File: src/rtl/counter_delta_sched_pkg.sv
// Shared types for the counter delta scheduler.
package counter_delta_sched_pkg;

    typedef enum logic [1:0] {
        RUN   = 2'd0,
        DRAIN = 2'd1,
        CLEAR = 2'd2
    } state_t;

    typedef logic signed [5:0] pend_t;

    localparam int PEND_MAX_DEF = 16;
    localparam logic [2:0] AMT_MAX = 3'd4;

    function automatic logic [2:0] sat_amt(input logic [2:0] a);
        return (a > AMT_MAX) ? AMT_MAX : a;
    endfunction

endpackage

File: src/rtl/counter_shadow.sv
// 4-bit modulo mirror of the downstream counter value.
module counter_shadow
    import counter_delta_sched_pkg::*;
#(
    parameter logic [3:0] INIT_VALUE = 4'h0
) (
    input  logic       clk,
    input  logic       rst,
    input  logic       load,
    input  logic       incr_valid,
    input  logic [1:0] incr,
    input  logic       decr_valid,
    input  logic [1:0] decr,
    output logic [3:0] value
);

    logic [3:0] add;
    logic [3:0] sub;

    always_comb begin
        add = incr_valid ? {2'b00, incr} : 4'd0;
        sub = decr_valid ? {2'b00, decr} : 4'd0;
    end

    always_ff @(posedge clk) begin
        if (rst) begin
            value <= INIT_VALUE;
        end else if (load) begin
            value <= INIT_VALUE;
        end else begin
            value <= value + add - sub;
        end
    end

endmodule

File: src/rtl/counter_delta_sched.sv
// Accumulates up/down events into a pending delta and
// meters it out as +/-1 or +/-2 commands to a counter.
module counter_delta_sched
    import counter_delta_sched_pkg::*;
#(
    parameter logic [3:0] INIT_VALUE = 4'h0,
    parameter int         PEND_MAX   = PEND_MAX_DEF
) (
    input  logic       clk,
    input  logic       rst,
    input  logic       up_valid,
    input  logic [2:0] up_amt,
    output logic       up_ready,
    input  logic       dn_valid,
    input  logic [2:0] dn_amt,
    output logic       dn_ready,
    input  logic       clr_req,
    input  logic       flush_req,
    output logic       flush_done,
    output logic       incr_valid,
    output logic [1:0] incr,
    output logic       decr_valid,
    output logic [1:0] decr,
    output logic       reinit,
    output logic [3:0] shadow_value
);

    localparam pend_t P_HI  = pend_t'(PEND_MAX - 4);
    localparam pend_t P_LO  = -P_HI;
    localparam pend_t P_ZR  = 6'sd0;
    localparam pend_t P_ONE = 6'sd1;
    localparam pend_t P_TWO = 6'sd2;
    localparam pend_t P_M1  = -6'sd1;
    localparam pend_t P_M2  = -6'sd2;

    state_t state;
    pend_t  p;

    logic              up_acc;
    logic              dn_acc;
    logic signed [6:0] p_ext;
    logic signed [6:0] up_add;
    logic signed [6:0] dn_sub;
    logic signed [6:0] inc_s;
    logic signed [6:0] dec_s;
    logic signed [6:0] p_sum;
    logic              shadow_load;

    // Handshake: only RUN takes events, with 4 units of headroom.
    always_comb begin
        up_ready = (state == RUN) && (p <= P_HI);
        dn_ready = (state == RUN) && (p >= P_LO);
        up_acc   = up_valid && up_ready;
        dn_acc   = dn_valid && dn_ready;
    end

    always_comb begin
        incr_valid = 1'b0;
        incr       = 2'd0;
        decr_valid = 1'b0;
        decr       = 2'd0;
        if (state != CLEAR) begin
            unique case (1'b1)
                (p >= P_TWO): begin
                    incr_valid = 1'b1;
                    incr       = 2'd2;
                end
                (p == P_ONE): begin
                    incr_valid = 1'b1;
                    incr       = 2'd1;
                end
                (p == P_ZR): begin
                end
                (p == P_M1): begin
                    decr_valid = 1'b1;
                    decr       = 2'd1;
                end
                (p <= P_M2): begin
                    decr_valid = 1'b1;
                    decr       = 2'd2;
                end
            endcase
        end
    end

    always_comb begin
        reinit     = (state == CLEAR);
        flush_done = (state == DRAIN) && (p == P_ZR);
    end

    always_comb begin
        p_ext  = {p[5], p};
        up_add = up_acc ? {4'b0000, sat_amt(up_amt)} : 7'sd0;
        dn_sub = dn_acc ? {4'b0000, sat_amt(dn_amt)} : 7'sd0;
        inc_s  = {5'b00000, incr};
        dec_s  = {5'b00000, decr};
        p_sum  = p_ext + up_add - dn_sub - inc_s + dec_s;
    end

    always_ff @(posedge clk) begin
        if (rst) begin
            state <= RUN;
            p     <= P_ZR;
        end else begin
            unique case (state)
                RUN: begin
                    if (clr_req) begin
                        state <= CLEAR;
                        p     <= P_ZR;
                    end else begin
                        p <= p_sum[5:0];
                        if (flush_req) begin
                            state <= DRAIN;
                        end
                    end
                end
                DRAIN: begin
                    if (clr_req) begin
                        state <= CLEAR;
                        p     <= P_ZR;
                    end else begin
                        p <= p_sum[5:0];
                        if (p == P_ZR) begin
                            state <= RUN;
                        end
                    end
                end
                CLEAR: begin
                    p     <= P_ZR;
                    state <= clr_req ? CLEAR : RUN;
                end
                default: begin
                    state <= RUN;
                    p     <= P_ZR;
                end
            endcase
        end
    end

    // The mirror follows the reinit: it shows INIT_VALUE while CLEAR is up.
    assign shadow_load = clr_req || (state == CLEAR);

    counter_shadow #(
        .INIT_VALUE(INIT_VALUE)
    ) u_shadow (
        .clk        (clk),
        .rst        (rst),
        .load       (shadow_load),
        .incr_valid (incr_valid),
        .incr       (incr),
        .decr_valid (decr_valid),
        .decr       (decr),
        .value      (shadow_value)
    );

endmodule
File: config.mk
export PLATFORM = sky130hd
export DESIGN_NAME = counter_delta_sched
export DESIGN_NICKNAME = d
export VERILOG_FILES = /design/src/rtl/counter_delta_sched_pkg.sv /design/src/rtl/counter_shadow.sv /design/src/rtl/counter_delta_sched.sv
export SDC_FILE = /design/constraint.sdc
export NUM_CORES = 1
export LEC_CHECK = 0
export CORE_UTILIZATION = 47
export CTS_CLUSTER_DIAMETER = 150
export DETAILED_ROUTE_END_ITERATION = 16
export GPL_TIMING_DRIVEN = 0
export PLACE_DENSITY = 0.88
export REMOVE_ABC_BUFFERS = 1
export SLEW_MARGIN = 20
export SYNTH_ARGS = -nofsm -noshare
export SYNTH_HDL_FRONTEND = slang
export SYNTH_SLANG_ARGS = --single-unit
File: constraint.sdc
create_clock -name clk -period 3.6 [get_ports clk]
set_clock_uncertainty 0.1 [all_clocks]
set_input_delay 0.72 -clock clk [delete_from_list [all_inputs] [get_ports clk]]
set_output_delay 0.72 -clock clk [all_outputs]
set_load 0.05 [all_outputs]
==> impl_metrics.env <==
export IMPL_clock_latency_ns=0.28
export IMPL_arrival_ns=4.01
export IMPL_outcome="finished with violations"
export IMPL_drt_vias_per_instance=5.64
export IMPL_tightest_slew_ns=0.738
export IMPL_synth_area_top_cells="ha_1 20%, dfxtp_1 18%, fa_1 13%"
export IMPL_holdWs_ns=0.513
export IMPL_cts_buffer_depth=2
export IMPL_synthAdderAreaFrac_pct=33.1
export IMPL_required_ns=3.70
export IMPL_post_synth_top_area_cell="ha_1"
export IMPL_fp_dieW_um=55.4
export IMPL_ys_types=34
export IMPL_fin_crit_ns=3.91
export IMPL_place_area_sq_um=1610
export IMPL_htreeDepth=1
export IMPL_cp_end_kind="register"
export IMPL_tns_ns=-0.579
export IMPL_drc=0
export IMPL_wl_per_cell_um=17.4
export IMPL_routabilityCongestion=0.887
export IMPL_cts_made_buffers=3
export IMPL_maxCapViolCount=0
export IMPL_yosys_area_share_simple_pct=22.6
export IMPL_power_leakage_nw=0.885
export IMPL_synth_top_cell_area_share_pct=19.6
export IMPL_antenna_cells=0
export IMPL_drt_initial_drc_count=42
export IMPL_grt_max_degree=12
export IMPL_drive_above_1_share_pct=30.2
export IMPL_grt_pass1_wl_um=6070
export IMPL_place_ws_ns=-0.812
export IMPL_grt_util_all_layers_pct=25.1
export IMPL_report_final_hold_viol_count=0
export IMPL_clk_pin_slew_ns=0.08
export IMPL_synth_compound_area_share_pct=13.4
export IMPL_max_freq_mhz=256
export IMPL_postRouteAntennaNets=0
export IMPL_final_setup_viol_count=4
export IMPL_drv_slew=0
export IMPL_synth_cells=157
export IMPL_core_region_area_sq_um=2590
export IMPL_cts_sinks=12
export IMPL_io_pins=26
export IMPL_cts_tree="built"
export IMPL_grt_pass1_vias=1343
export IMPL_fin_ws_ns=-0.311
export IMPL_hpwl_um=2310
export IMPL_start_kind="register"
export IMPL_synth_top_family_by_area="adder cells"
export IMPL_pwr_density_cell_nw_per_um2=1040
export IMPL_r2r_slack_ns=-0.31
export IMPL_initial_utilization_pct=51.7
export IMPL_crit_type="register to register"
export IMPL_antenna_found_initial=0
export IMPL_yosys_warnings=0
export IMPL_path_max_fanout=4
export IMPL_stdcell_area_sq_um=1950
export IMPL_period_share_pct=109
export IMPL_hp_class="register to register"
export IMPL_num_nets_final=246
export IMPL_wl_um=4030
export IMPL_synthXorXnorAreaFrac_pct=3.27
export IMPL_netlist_area_sq_um=1340
export IMPL_ir_drop_mv=1.03
export IMPL_synthMuxAreaShare_pct=0
export IMPL_cts_root_buf="clkbuf_4"
export IMPL_rows=18
export IMPL_syn_area_per_cell_sq_um=8.54
export IMPL_die_y_um=55.4
export IMPL_yosysSeqAreaShare_pct=17.9
export IMPL_synth_seq_cells=12
export IMPL_rsz0062_at_grt="yes"
export IMPL_area_growth_pct=45.8
export IMPL_violations="setup timing"
export IMPL_firstDrtPassIters=4
export IMPL_relSlewSlack_pct=50.3
export IMPL_dieArea_sq_um=3070
export IMPL_num_vias=1308
export IMPL_grt_overflow=0
export IMPL_io_buffer_count=25
logic make-up after synthesis:
group / count (synthesis)
adder cells (fa/ha/maj): 30
XOR/XNOR: 5
buffers and inverters: 32
AND/OR/NAND/NOR: 55
flip-flops: 12
AO/OA/AOI/OAI: 23
layout make-up:
type | count | area [sq um]
Clock buffer | 3 | 22.5
Fill cell | 173 | 636
Inverter | 30 | 118
Multi-Input combinational cell | 113 | 1120
Sequential cell | 12 | 263
Tap cell | 30 | 37.5
Timing Repair Buffer | 44 | 394
critical path, cell delays in order (launching register included):
cell and delay [ns]:
dfxtp_4 0.36, buf_4 0.13, o31ai_2 0.28, a21oi_1 0.11, nor2_1 0.22, and2_1 0.23
ha_1 0.26, inv_2 0.06, fa_1 0.42, inv_1 0.09, fa_1 0.42, inv_2 0.08
ha_4 0.13, inv_2 0.04, fa_2 0.33, nor2b_2 0.13, o21a_1 0.16, nor3_1 0.07
nor3b_2 0.20
routing by layer:
layer | part of all wire, % | track usage [%] | vias up
li1 | - | - | 611
met1 | 38 | 27.5 | 613
met2 | 52 | 46.1 | 68
met3 | 6.0 | 6.09 | 16
met4 | 4.0 | 10.0 | 0
met5 | 0 | 0 | -
registers in the layout (all words and copies together), names as in the netlist:
name            count
p                   6
state               2
u_shadow.value      4
cells in the final DEF (no fill, tap or decap), types with 2 or more instances in the layout:
| cell | netlist | routed |
|---|---|---|
| inv_1 | 30 | 24 |
| clkdlybuf4s50_1 | 0 | 23 |
| buf_4 | 1 | 18 |
| ha_1 | 21 | 16 |
| nor2_1 | 13 | 12 |
| nand2_1 | 8 | 7 |
| and3_1 | 7 | 7 |
| dfxtp_4 | 0 | 6 |
| dfxtp_1 | 12 | 6 |
| o21a_1 | 5 | 5 |
| nor3_1 | 6 | 5 |
| fa_1 | 9 | 5 |
| ha_4 | 0 | 5 |
| and2_1 | 4 | 4 |
| inv_2 | 0 | 4 |
| fa_2 | 0 | 4 |
| a21oi_2 | 1 | 3 |
| a21o_1 | 3 | 3 |
| o21ai_0 | 4 | 3 |
| xor2_1 | 3 | 3 |
| clkbuf_4 | 0 | 3 |
| inv_4 | 0 | 2 |
| nand3_1 | 2 | 2 |
| a21oi_1 | 4 | 2 |
| nor4b_4 | 0 | 2 |
| or3_1 | 2 | 2 |
| nor2b_1 | 3 | 2 |
| nand2b_1 | 2 | 2 |
| xnor2_1 | 2 | 2 |
| dlygate4sd2_1 | 0 | 2 |
power breakdown:
part           leakage [nW]  switching [mW]  internal, mW
logic                 0.769           0.984         0.738
registers             0.102          0.0480         0.177
clock network        0.0138          0.0489        0.0388
cell usage after synthesis (all sizes together):
library cell   n
and4           1
a32o           1
nand2          8
nor4           1
dfxtp         12
nand3          2
inv           30
o31ai          2
nand2b         2
xnor2          2
nor4b          2
xor2           3
nor2          13
o21ai          4
ha            21
and2           4
a21o           3
a221oi         1
nor3           6
fa             9
or3            2
o211ai         1
or3b           1
buf            2
nor3b          2
and3           8
a21oi          5
o21a           5
o221ai         1
nor2b          3
timing repair:
action | in CTS | in global routing
endpoints found under the hold margin | 0 | 0
endpoints found under the setup margin | 5 | 4
hold buffers | 0 | 0
setup buffers | 14 | 8
resized for setup | 40 | 13
pin swaps | 14 | 14
final timing paths:
path	start	endpoint	cells after the start
worst min-delay path	state[0]$_SDFFE_PP0P_	state[0]$_SDFFE_PP0P_	2
worst max-delay path	p[1]$_SDFF_PP0_	p[5]$_SDFF_PP0_	18
worst min register to register	state[0]$_SDFFE_PP0P_	state[0]$_SDFFE_PP0P_	2
worst max register to register	p[1]$_SDFF_PP0_	p[5]$_SDFF_PP0_	18
stage by stage:
stage	util (%)	power, mW	cells
2_1_floorplan	-	1.26	155
3_3_place_gp	62.1	1.56	210
3_5_place_dp	62.1	1.62	210
4_1_cts	71.7	1.87	227
5_1_grt	75.5	2.18	232
6_report	75.5	2.04	232
Note: power is estimated with default switching activity, not from simulation.
